File: src/rtl/alu_pkg.sv
// Shared ALU definitions for the sequential set-less-than unit.
//   state_t                      : compare FSM encoding (IDLE / BUSY / DONE)
//   SLT_TRUE / SLT_FALSE         : single-bit result values
//   DEFAULT_WIDTH/DEFAULT_DIGIT  : default operand width and bits resolved per cycle
// No ports; imported by slt_digit_cmp and slt_seq_cmp.
package alu_pkg;

    typedef enum logic [1:0] {
        IDLE = 2'd0,
        BUSY = 2'd1,
        DONE = 2'd2
    } state_t;

    localparam logic SLT_TRUE  = 1'b1;
    localparam logic SLT_FALSE = 1'b0;

    localparam int DEFAULT_WIDTH = 16;
    localparam int DEFAULT_DIGIT = 4;

endpackage

File: src/rtl/slt_digit_cmp.sv
// Combinational unsigned compare of one DIGIT-bit slice.
// Ports:
//   a, b : [DIGIT-1:0] operand digits
//   lt   : a < b (unsigned)
//   neq  : a != b
module slt_digit_cmp
    import alu_pkg::*;
#(
    parameter int DIGIT = DEFAULT_DIGIT
) (
    input  logic [DIGIT-1:0] a,
    input  logic [DIGIT-1:0] b,
    output logic             lt,
    output logic             neq
);

    assign lt  = (a < b);
    assign neq = (a != b);

endmodule

File: src/rtl/slt_seq_cmp.sv
// Multi-cycle set-less-than (SLT / SLTU) unit, DIGIT bits resolved per clock,
// most significant digit first.
// Ports:
//   CLK, RST_N          : clock, asynchronous active-low reset
//   IN_VALID / IN_READY : operand handshake (RS, RT, UNS)
//   RS, RT [WIDTH]      : operands
//   UNS                 : 1 = unsigned compare, 0 = signed compare
//   OUT_VALID/OUT_READY : result handshake
//   LT_O [WIDTH]        : WIDTH'(1) when RS < RT, else 0
//   EQ_O                : RS == RT
// Build option: define SLT_EARLY_EXIT_EN to leave BUSY as soon as the first
// differing digit is found; results are identical, only latency changes.
module slt_seq_cmp
    import alu_pkg::*;
#(
    parameter int WIDTH = DEFAULT_WIDTH,
    parameter int DIGIT = DEFAULT_DIGIT
) (
    input  logic             CLK,
    input  logic             RST_N,
    input  logic             IN_VALID,
    output logic             IN_READY,
    input  logic [WIDTH-1:0] RS,
    input  logic [WIDTH-1:0] RT,
    input  logic             UNS,
    output logic             OUT_VALID,
    input  logic             OUT_READY,
    output logic [WIDTH-1:0] LT_O,
    output logic             EQ_O
);

    localparam int NUM_STEPS = WIDTH / DIGIT;
    localparam int CNT_W     = (NUM_STEPS > 1) ? $clog2(NUM_STEPS) : 1;
    // Flipping both sign bits maps two's-complement order onto unsigned order.
    localparam logic [WIDTH-1:0] SIGN_FLIP = {1'b1, {(WIDTH-1){1'b0}}};

    generate
        if (WIDTH < 2 || DIGIT < 1 || (WIDTH % DIGIT) != 0) begin : g_param_err
            $error("slt_seq_cmp: WIDTH must be >= 2 and a multiple of DIGIT");
        end
    endgenerate

    state_t            state_reg,    state_next;
    logic [CNT_W-1:0]  cnt_reg,      cnt_next;
    logic [WIDTH-1:0]  rs_reg,       rs_next;
    logic [WIDTH-1:0]  rt_reg,       rt_next;
    logic              lt_reg,       lt_next;
    logic              decided_reg,  decided_next;
    logic              in_ready_reg, in_ready_next;

    // Digit views of the latched operands; the single comparator picks one by cnt.
    logic [DIGIT-1:0] rs_dig [NUM_STEPS];
    logic [DIGIT-1:0] rt_dig [NUM_STEPS];
    logic [DIGIT-1:0] cur_rs, cur_rt;
    logic             dig_lt, dig_neq;

    genvar gi;
    generate
        for (gi = 0; gi < NUM_STEPS; gi++) begin : g_dig
            assign rs_dig[gi] = rs_reg[gi*DIGIT +: DIGIT];
            assign rt_dig[gi] = rt_reg[gi*DIGIT +: DIGIT];
        end
    endgenerate

    assign cur_rs = rs_dig[cnt_reg];
    assign cur_rt = rt_dig[cnt_reg];

    slt_digit_cmp #(
        .DIGIT (DIGIT)
    ) u_digit_cmp (
        .a   (cur_rs),
        .b   (cur_rt),
        .lt  (dig_lt),
        .neq (dig_neq)
    );

    always_ff @(posedge CLK or negedge RST_N) begin
        if (!RST_N) begin
            state_reg    <= IDLE;
            cnt_reg      <= '0;
            rs_reg       <= '0;
            rt_reg       <= '0;
            lt_reg       <= SLT_FALSE;
            decided_reg  <= 1'b0;
            in_ready_reg <= 1'b0;
        end else begin
            state_reg    <= state_next;
            cnt_reg      <= cnt_next;
            rs_reg       <= rs_next;
            rt_reg       <= rt_next;
            lt_reg       <= lt_next;
            decided_reg  <= decided_next;
            in_ready_reg <= in_ready_next;
        end
    end

    always_comb begin
        state_next   = state_reg;
        cnt_next     = cnt_reg;
        rs_next      = rs_reg;
        rt_next      = rt_reg;
        lt_next      = lt_reg;
        decided_next = decided_reg;

        case (state_reg)
            IDLE: begin
                // in_ready_reg gates acceptance so the unit stays closed for
                // the first cycle out of reset.
                if (IN_VALID && in_ready_reg) begin
                    rs_next      = UNS ? RS : (RS ^ SIGN_FLIP);
                    rt_next      = UNS ? RT : (RT ^ SIGN_FLIP);
                    cnt_next     = CNT_W'(NUM_STEPS - 1);
                    lt_next      = SLT_FALSE;
                    decided_next = 1'b0;
                    state_next   = BUSY;
                end
            end
            BUSY: begin
                // The first differing digit from the top fixes the result.
                if (!decided_reg && dig_neq) begin
                    lt_next      = dig_lt ? SLT_TRUE : SLT_FALSE;
                    decided_next = 1'b1;
                end
`ifdef SLT_EARLY_EXIT_EN
                if (cnt_reg == '0 || (!decided_reg && dig_neq)) begin
                    state_next = DONE;
                end else begin
                    cnt_next = cnt_reg - 1'b1;
                end
`else
                if (cnt_reg == '0) begin
                    state_next = DONE;
                end else begin
                    cnt_next = cnt_reg - 1'b1;
                end
`endif
            end
            DONE: begin
                if (OUT_READY) begin
                    state_next = IDLE;
                end
            end
            default: begin
                state_next = IDLE;
            end
        endcase

        in_ready_next = (state_next == IDLE);
    end

    assign IN_READY  = in_ready_reg;
    assign OUT_VALID = (state_reg == DONE);
    assign LT_O      = {{(WIDTH-1){1'b0}}, OUT_VALID & lt_reg};
    assign EQ_O      = OUT_VALID & ~decided_reg;

endmodule

File: config.mk
export PLATFORM = sky130hd
export DESIGN_NAME = slt_seq_cmp
export DESIGN_NICKNAME = d
export VERILOG_FILES = /design/src/rtl/alu_pkg.sv /design/src/rtl/slt_digit_cmp.sv /design/src/rtl/slt_seq_cmp.sv
export SDC_FILE = /design/constraint.sdc
export NUM_CORES = 1
export LEC_CHECK = 0
export CAP_MARGIN = 0
export CORE_MARGIN = 2
export CORE_UTILIZATION = 35
export DETAILED_ROUTE_END_ITERATION = 6
export SYNTH_ARGS = -nofsm -noshare
export SYNTH_HDL_FRONTEND = slang
export SYNTH_HIERARCHICAL = 1
export SYNTH_SLANG_ARGS = --single-unit
export TNS_END_PERCENT = 20
File: constraint.sdc
create_clock -name CLK -period 2.4 [get_ports CLK]
set_input_delay 0.36 -clock CLK [delete_from_list [all_inputs] [get_ports CLK]]
set_output_delay 0.36 -clock CLK [all_outputs]
set_load 0.02 [all_outputs]
## Yosys cells after proc, flatten, opt, wreduce, memory -nomap -nowiden

Index checks and enable logic that the tools add are counted.

- Register bits: 39
- Bits in latches: 0
- Bits in writable memories: 0
- Memory bits (read-only): 0
- Input bits: 37
- Output and inout port bits: 19
- Word-level logic and storage cells: 53
- Memories: 0

- $add $sub $neg: 1
- Multipliers: 0
- Divide/modulo/power cells: 0
- Order comparisons: 2
- Equality and inequality tests: 6
- Shift operators: 0
- Muxes and demuxes: 21
- Bitwise logic cells: 6
- Reduce and logical (&&, ||, !) cells: 10

Operator list:

| cell | number |
|---|---|
| $mux 16 | 2 |
| $bmux 4 s2 | 2 |
| $mux 4 | 4 |
| $mux 2 | 5 |
| $logic_not 2->1 | 3 |
| $ne 2x2->1 const B | 3 |
| $pmux 2 s3 | 1 |
| $reduce_and 3->1 | 2 |
| $lt 4x4->1 | 1 |
| $mux 1 | 4 |
| $ne 4x4->1 | 1 |
| $pmux 1 s2 | 2 |
| $pmux 2 s2 | 1 |
| $ge 3x3->1 const B | 1 |
| $not 1->1 | 3 |
| $not 2->3 | 1 |
| $and 1x1->1 | 2 |
| $eq 2x1->1 const B | 1 |
| $eq 2x2->1 const B | 1 |
| $logic_and 1x1->1 | 2 |
| $reduce_and 2->1 | 1 |
| $reduce_bool 2->1 | 1 |
| $sub 2x1->2 const B | 1 |
| $logic_not 1->1 | 1 |

## Longest topological paths before layout

- Word-level depth: 8
- Depth in mapped cells: 9
- Gate-level depth less buffers: 8

## Cells and area by module

Netlist, hierarchy kept.

Modules (own cells, without submodules):

| module | instances | cells each | area an instance (um^2) | sequential area each (um^2) |
|---|---|---|---|---|
| slt_seq_cmp | 1 | 192 | 1,894.3 | 975.9 |
| slt_digit_cmp | 1 | 14 | 100.1 | 0.0 |

## Worst setup path before layout

OpenSTA, ideal clock, no wires.

- Kind: flip-flop to flip-flop
- Start point: register cnt_reg[0]
- End point: register decided_reg
- Setup time: 0.118 ns
- Arrival time: 1.792 ns
- Data required time: 2.282 ns
- Slack: 0.490 ns
- Cell stages (with the launch flop): 7
- Buffers on the path: 1
- Clock period less this slack: 1.910 ns
- Cell sequence: dfrtp_1 buf_4 mux4_2 ha_1 nand4_1 and4bb_2 a21o_1

- Cells in the longest elaborated chain, start to end: 8
- Elaborated cells between the ends (all ways): 11
- Those cells by class: eq/ne (2); mux (6); bitwise (1); reduce/logical (2)

Ends and longest elaborated chain:

| what | line | RTL |
|---|---|---|
| from (decl) | slt_seq_cmp.sv:44 | `logic [CNT_W-1:0] cnt_reg, cnt_next;` |
| from (signal assigned) | slt_seq_cmp.sv:88 | `cnt_reg <= cnt_next;` |
| $not 2->3 (not written as such) | slt_seq_cmp.sv:65 | `assign cur_rs = rs_dig[cnt_reg];` |
| $bmux 4 s2 | slt_seq_cmp.sv:65 |  |
| $mux 4 (not written as such) (2 in a row) | slt_seq_cmp.sv:65 |  |
| net cur_rs[1] | slt_seq_cmp.sv:54 | `logic [DIGIT-1:0] cur_rs, cur_rt;` |
| $ne 4x4->1 | slt_digit_cmp.sv:18 | `assign neq = (a != b);` |
| net dig_neq | slt_seq_cmp.sv:55 | `logic dig_lt, dig_neq;` |
| $logic_and 1x1->1 | slt_seq_cmp.sv:120 | `if (!decided_reg && dig_neq) begin` |
| $ne 2x2->1 (no line) | - |  |
| $reduce_and 3->1 (no line) | - |  |
| to (signal assigned) | slt_seq_cmp.sv:92 | `decided_reg <= decided_next;` |
| to (decl) | slt_seq_cmp.sv:48 | `logic decided_reg, decided_next;` |

The timed path passes the listed nets, and every way through them passes these cells. The select of a mux whose other input is x is not followed.
A chain may end at the register's enable or synchronous reset.

## Worst setup path after layout

Ends and elaborated chain as after synthesis.

==> results.sh <==
export IMPL_initial_antenna_violation_count=0
export IMPL_place_congestion=0.825
export IMPL_synth_area_leader_cell="dfrtp_1"
export IMPL_cts_htree_levels=2
export IMPL_fmaxAchievable_mhz=449
export IMPL_core_area_sq_um=5510
export IMPL_synth_enable_flop_cells=0
export IMPL_final_antenna_net_count=0
export IMPL_hold_class="input port to async pin"
export IMPL_seq_area_frac_synth=0.489
export IMPL_timing_worst_slew_pin_value_ns=0.871
export IMPL_worst_endpoint_required_ns=2.58
export IMPL_syn_inst=206
export IMPL_syn_avg_cell_area_sq_um=9.68
export IMPL_yosys_warnings=6
export IMPL_floorplan_die_height_um=79.5
export IMPL_rows=27
export IMPL_syn_area_sq_um=1990
export IMPL_peakVddDrop_mv=0.501
export IMPL_regToRegSetupSlack_ns=0.17
export IMPL_post_drt_wl_per_cell_um=11.9
export IMPL_cts_sink_count=39
export IMPL_r2r_worst_path_cells=5
export IMPL_grt_pass1_wl_um=6540
export IMPL_drt_pass_1_iters=2
export IMPL_hold_viol_final=0
export IMPL_max_cap_violations=0
export IMPL_cts_path_max_buffers=2
export IMPL_ys_ff_latch=39
export IMPL_worstSetupEndpointType="flop"
export IMPL_clock_insertion_delay_worst_skew_ns=0.29
export IMPL_post_cts_clock_slew_at_the_launch_and_capture_registers_of_the_worst_setup_and_hold_paths_ns=0.08
export IMPL_synth_area_leaders="dfrtp_1, nand2_1, mux4_2"
export IMPL_routed_via_density=4.34
export IMPL_overflow=0
export IMPL_wl_um=3790
export IMPL_setup_violations=0
export IMPL_crit_reg2reg_capture="decided_reg"
export IMPL_area_delta_synth_final_pct=26.2
export IMPL_ys_dominant_reg_cell="dfrtp_1"
export IMPL_final_layout_size_suffix_gt1_frac=0.110
export IMPL_cts_tree="done"
export IMPL_cts_setup_buffers=0
export IMPL_antenna_diode_count=0
export IMPL_crit_fanout=11
export IMPL_track_usage=0.134
export IMPL_root_buffer="clkbuf_8"
export IMPL_ios=56
export IMPL_die_area_sq_um=6320
export IMPL_timing_final_crit_share=0.928
export IMPL_setup_total_negative_slack_ns=0
export IMPL_grt_start_max_net_pins=40
export IMPL_crit_path_start_kind="flop"
export IMPL_yosysUniqueCellTypes=27
export IMPL_run_status="complete, no violations"
export IMPL_detailedPlacementHpwl_um=2730
export IMPL_cts_hold_buf=0
export IMPL_r2r_start="cnt_reg[0]"
export IMPL_first_iter_violations=121
export IMPL_initial_core_util=0.362
export IMPL_path_class="flop to flop"
export IMPL_cts_buffers=5
export IMPL_max_slew_margin_rel=0.419
export IMPL_grt_setup_unrepaired="false"
export IMPL_powerDensity_nw_per_um2=1250
export IMPL_synth_top_cell_area_share=0.489
export IMPL_die_width_um=79.5
export IMPL_number_of_global_route_vias_before_repair=1396
export IMPL_cp_arrival_ns=2.41
export IMPL_clock_skew_final_ns=0.00432
export IMPL_nFillCells=561
export IMPL_drc_violations=0
export IMPL_timing_final_max_slew_violations=0
export IMPL_design_final_nets=287
export IMPL_cts_resized=0
export IMPL_synth_async_sr_flop_share=1.00
export IMPL_port_buffer_count=40
export IMPL_route_vias_total=1381
export IMPL_power_leakage_nw=1.25
export IMPL_layout_min_cycle_time_ns=2.23
export IMPL_final_core_area_utilization=0.457
worst max-delay path, cell delays in order, from the launching register on:
cell,delay (ns)
dfrtp_1,0.69
mux4_2,0.58
ha_1,0.34
nand4_1,0.12
and4bb_2,0.25
a21o_1,0.15
metal layers:
metal / global-route usage / wire length, um
met1: 0.186 / 1840
met2: 0.201 / 1720
met4: 0.0414 / 23
met5: 0 / 0
met3: 0.0385 / 209
final cells by class:
class | instances | area (sq um) | share of cell area
Sequential cell | 39 | 976 | 0.388
Clock inverter | 3 | 67.6 | 0.0268
Clock buffer | 5 | 68.8 | 0.0273
Timing Repair Buffer | 43 | 418 | 0.166
Inverter | 8 | 30.0 | 0.0119
Multi-Input combinational cell | 148 | 867 | 0.344
Tap cell | 72 | 90.1 | 0.0358
cells in the final DEF (no fill, tap or decap), drive strengths merged:
cell type / count
nand4: 1
o21ai: 3
or2b: 1
clkinvlp: 1
nor3: 2
nand2: 95
and2: 1
ha: 5
and4bb: 1
clkdlybuf4s50: 39
mux4: 8
a2bb2oi: 1
dfrtp: 39
nor4bb: 1
nor2: 2
xor2: 2
clkbuf: 5
bufinv: 2
nand4bb: 1
a21o: 2
nor3b: 1
or2: 1
o21a: 1
conb: 15
a21oi: 3
buf: 4
and2b: 1
inv: 8
worst max path at each step:
stage	endpoint	depth (start not counted)	from	slack, ns
floorplan	decided_reg	6	cnt_reg[0]	0.49
global placement	decided_reg	5	cnt_reg[0]	0.24
detailed placement	decided_reg	5	cnt_reg[0]	0.14
CTS	decided_reg	5	cnt_reg[0]	0.13
global route	lt_reg	5	cnt_reg[0]	0.02
finish	decided_reg	5	cnt_reg[0]	0.17
power breakdown:
group / internal, mW / total, mW / switching [mW]
Sequential: 0.964 / 1.22 / 0.251
Clock: 0.414 / 0.643 / 0.228
Combinational: 0.680 / 1.28 / 0.603
Total: 2.06 / 3.14 / 1.08
logic make-up (layout without fill, tap and decap cells):
group	Yosys count	after routing	synth area share
AO/OA/AOI/OAI	10	10	0.0358
XOR/XNOR	2	2	0.00878
adder cells (fa/ha/maj)	5	5	0.0314
buffers and inverters	33	59	0.110
flip-flops	39	39	0.489
multiplexers	8	8	0.0903
other	1	15	0.00188
AND/OR/NAND/NOR	108	108	0.233
stage by stage:
stage | hold slack [ns] | power (mW) | instances | worst slack, ns | area (sq um)
after global placement | 0.461 | 2.48 | 310 | 0.236 | 2380
after floorplan | 0.0644 | 2.21 | 220 | 0.490 | 2050
after CTS | 0.209 | 3.19 | 318 | 0.126 | 2520
after global routing | 0.251 | 3.42 | 318 | 0.0184 | 2520
after detailed placement | 0.461 | 2.53 | 310 | 0.138 | 2380
final | 0.186 | 3.14 | 318 | 0.172 | 2520
Yosys cell counts (2+ instances only):
cell type and n:
mux4_2 8, nand2_1 95, a21oi_1 2, ha_1 5, nor2_1 2, nor3_1 2
inv_1 8, a21o_1 2, buf_6 3, xor2_1 2, o21ai_0 3, dfrtp_1 39
buf_4 18, buf_2 4
(Power assumes the default switching activity.)
==> patch 1, RTL diff (same flow settings) <==
Take the reset off `rt_reg` and load it in a clocked block of its own.
--- a/src/rtl/slt_seq_cmp.sv
+++ b/src/rtl/slt_seq_cmp.sv
@@ -81,3 +81,2 @@
             rs_reg       <= '0;
-            rt_reg       <= '0;
             lt_reg       <= SLT_FALSE;
@@ -89,3 +88,2 @@
             rs_reg       <= rs_next;
-            rt_reg       <= rt_next;
             lt_reg       <= lt_next;
@@ -94,2 +92,6 @@
         end
+    end
+
+    always_ff @(posedge CLK) begin
+        rt_reg <= rt_next;
     end
Function: same outputs for any inputs over 10 cycles, from zero or initial values and one cycle with RST_N low; that may be too few to reach the edited logic, so the function may still have changed.
==> patch 1 against the original RTL <==
Setup slack better by 0.0040 ns; critical path type unchanged; clock power fell by 26%; area after synthesis fell by 4.2%; sequential cell count stayed put; power fell by 11%; critical path depth rose by 3; sequential share of layout area rose by 4.7 points; die area down 4.0%; maximum frequency increased by 0.18%; routed wire length down 17%; cell area decreased by 3.4%.
==> patch 1: results (changes against the original RTL) <==
most frequent cells after synthesis dfrtp_1, buf_4, edfxtp_1; r2r endpoint lt_reg; Final #Nets 211 (-26%); vias 1047 (-24%); peak fanout along the critical path 8 (-3); Synth area leaders dfrtp_1, edfxtp_1, mux2_4; sequential fraction of the synthesis area 0.553 (+0.0634); dpl cell area 2330 um^2 (-2.1%); routed vias/inst 4.36 (+0.45%); Async SR Flop Fraction 0.590 (-0.410); Iter 0 DRT Violations 27 (-78%); worst r2r path cells 8 (+3); routability cong. 0.727 (-12%); Mapped Cells 121 (-41%); vias in the first global route 1128 (-19%); layout cells sized above 1 0.241 (+0.131); wire length per cell 13.2 um (+11%); fillers 456 (-19%); Post-synth EDFFs 16 (+16); post-detail-place hpwl 2.46 mm (-10%); Yosys cell types 30 (+11%); pin count of the biggest net entering global routing 24 (-40%); All-Layer GR Usage 0.115 (-0.0186); outcome complete, no violations; VDD IR-drop max 421 uV (-16%); pre-CTS setup slack 0.156 ns (+0.0182 ns); first-pass GRT wire length 5.28 mm (-19%); cell count after placement 232 (-25%)
patch 1: cell types whose count changed in the layout (fill, tap and decap cells not counted), sizes merged, moves of 2 or more:
cell and delta:
buf +2, nand2 -94, clkbuf +3, edfxtp +16
dfrtp -16, o21ai -3, xnor2 +2, xor2 -2
mux2 +16, bufinv -2
patch 1: metal layers:
metal	GRT usage	up-vias	routed length [um]
met1	0.138	501	1350
met5	0	-	0
met3	0.0465	8	197
li1	-	498	-
met4	0.0536	0	59
met2	0.180	40	1560
patch 1: cell type report:
type	instances	area, um^2	share of cell area
well taps	70	87.6	0.0360
flip-flops and latches	39	1060	0.434
inverters	9	33.8	0.0139
clock buffers	8	100	0.0412
multi-input cells	68	708	0.291
repair buffers	46	445	0.183
patch 1: cells by family after synthesis:
| logic type | Yosys count | share of synthesized area |
|---|---|---|
| other | 1 | 0.00196 |
| XOR/XNOR | 2 | 0.00917 |
| AO/OA/AOI/OAI | 8 | 0.0308 |
| adder cells (fa/ha/maj) | 5 | 0.0327 |
| flip-flops | 39 | 0.553 |
| buffers and inverters | 28 | 0.104 |
| AND/OR/NAND/NOR | 14 | 0.0504 |
| multiplexers | 24 | 0.218 |
patch 1: worst max-delay path, cell delays in order (launching register included):
cell and delay [ns]:
dfrtp_1 0.54, buf_4 0.21, mux4_2 0.49, inv_1 0.06, ha_1 0.24, nand4_1 0.10
and4bb_2 0.25, nor2_1 0.05, a22o_1 0.18
patch 1: worst max path at each step:
stage                     from  endpoint  slack [ns]
global route        cnt_reg[0]    lt_reg       0.007
global placement    cnt_reg[0]    lt_reg        0.19
CTS                 cnt_reg[0]    lt_reg        0.14
floorplan           cnt_reg[0]    lt_reg        0.41
detailed placement  cnt_reg[0]    lt_reg        0.16
finish              cnt_reg[0]    lt_reg        0.18
patch 1: report_power, final:
group / switching (mW) / internal [mW]
Sequential: 0.171 / 0.957
Clock: 0.217 / 0.262
Combinational: 0.446 / 0.731
patch 1: metrics by stage:
stage	hold slack [ns]	utilization
4_1_cts	0.421	0.470
3_5_place_dp	0.490	0.451
3_3_place_gp	0.487	0.451
2_1_floorplan	0.0644	-
6_report	0.415	0.470
5_1_grt	0.442	0.470
==> patch 2, RTL diff (same flow settings) <==
Without the edit above. Change the package constant `DEFAULT_WIDTH` from 16 to 8.
--- a/src/rtl/alu_pkg.sv
+++ b/src/rtl/alu_pkg.sv
@@ -16,3 +16,3 @@
 
-    localparam int DEFAULT_WIDTH = 16;
+    localparam int DEFAULT_WIDTH = 8;
     localparam int DEFAULT_DIGIT = 4;
Interface: changed (resized LT_O, RS and RT); port bits go from 56 to 32. No check against the original RTL was run, so the function may have changed too.
==> patch 2 against the original RTL <==
Area after synthesis is 39% lower; cell area shrank 41%; power is 40% lower; non-clock buffer count shrank 18; setup slack gained 0.10 ns; count of clock-buffer cells in the layout is 1 lower; sequential cell count fell by 17; routed wire length decreased by 50%; critical endpoint is now LT_O[0]; global-route usage shrank 2.7 points; critical path type is now register to output port; first-iteration DRC count fell by 79%.
==> patch 2: results (changes against the original RTL) <==
outcome complete, no violations; Synth area leaders dfrtp_1, mux2_4, mux2_2; r2r startpoint cnt_reg; skew final 0.00136 ns (-0.00295 ns); Clk Tree Root Cell clkbuf_4; pin count of the biggest net entering global routing 23 (-43%); Final #Nets 141 (-51%); cell count after placement 157 (-49%); sequential fraction of the synthesis area 0.454 (-0.0353); r2r endpoint lt_reg; IO buf count 24 (-40%); Iter 0 DRT Violations 26 (-79%); H-tree Lvls 1 (-1); dpl cell area 1440 um^2 (-39%); r2r setup slk 0.41 ns (+0.24 ns); CTS clk-pin slew, worst paths 0.11 ns (+0.03 ns); Mapped Cells 90 (-56%); Pre-antenna DRT Iters 4 (+2); final wirelength 1.89 mm (-50%); vias in the first global route 713 (-49%); fillers 327 (-42%); post-detail-place hpwl 1.37 mm (-50%); most frequent cells after synthesis dfrtp_1, mux2_4, mux2_2; Arr. time, crit path 1.76 ns (-0.65 ns); VDD IR-drop max 538 uV (+7.5%); die width 62.9 um (-21%); All-Layer GR Usage 0.107 (-0.0268); wire length per cell 11.7 um (-1.8%); layout cells sized above 1 0.287 (+0.177)
patch 2: how the worst max path moves through the flow:
stage                  from      end  slack, ns
3_5_place_dp        cnt_reg   lt_reg       0.40
2_1_floorplan       cnt_reg   lt_reg       0.60
4_1_cts        state_reg[0]  LT_O[0]       0.25
6_report       state_reg[0]  LT_O[0]       0.28
5_1_grt        state_reg[0]  LT_O[0]       0.16
3_3_place_gp        cnt_reg   lt_reg       0.45
patch 2: layout make-up:
type	instances	area, um^2	area share
timing repair buffer	25	248	0.168
sequential	22	551	0.372
inverter	8	30.0	0.0203
multi-input combinational	56	557	0.376
clock buffer	4	36.3	0.0245
tap	46	57.6	0.0389
patch 2: kinds of logic after synthesis:
| kind of cell | Yosys count | share of synthesized area |
|---|---|---|
| multiplexers | 24 | 0.269 |
| adder cells (fa/ha/maj) | 4 | 0.0413 |
| XOR/XNOR | 2 | 0.0145 |
| other | 1 | 0.00309 |
| AO/OA/AOI/OAI | 9 | 0.0526 |
| buffers and inverters | 18 | 0.105 |
| flip-flops | 22 | 0.454 |
| AND/OR/NAND/NOR | 10 | 0.0599 |
patch 2: per-layer routing:
layer	up-vias	wire length, um	global-route usage
li1	340	-	-
met5	-	0	0
met4	0	10	0.0250
met2	22	838	0.155
met3	2	120	0.0505
met1	338	917	0.144
patch 2: metrics by stage:
step	setup WS [ns]	hold slack, ns
after detailed placement	0.401	0.490
after CTS	0.246	0.402
after global placement	0.446	0.492
final	0.276	0.402
after floorplan	0.601	0.0644
after global routing	0.164	0.399
patch 2: critical path, cell delays in order, from the launching register on:
cell,delay [ns]
dfrtp_1,0.41
or2b_1,0.27
inv_1,0.08
and2_1,0.12
clkdlybuf4s50_1,0.59
patch 2: power breakdown:
group          switching [mW]  internal (mW)  leakage [nW]
sequential              0.132          0.559         0.262
clock                   0.104         0.0925        0.0210
combinational           0.380          0.600         0.390
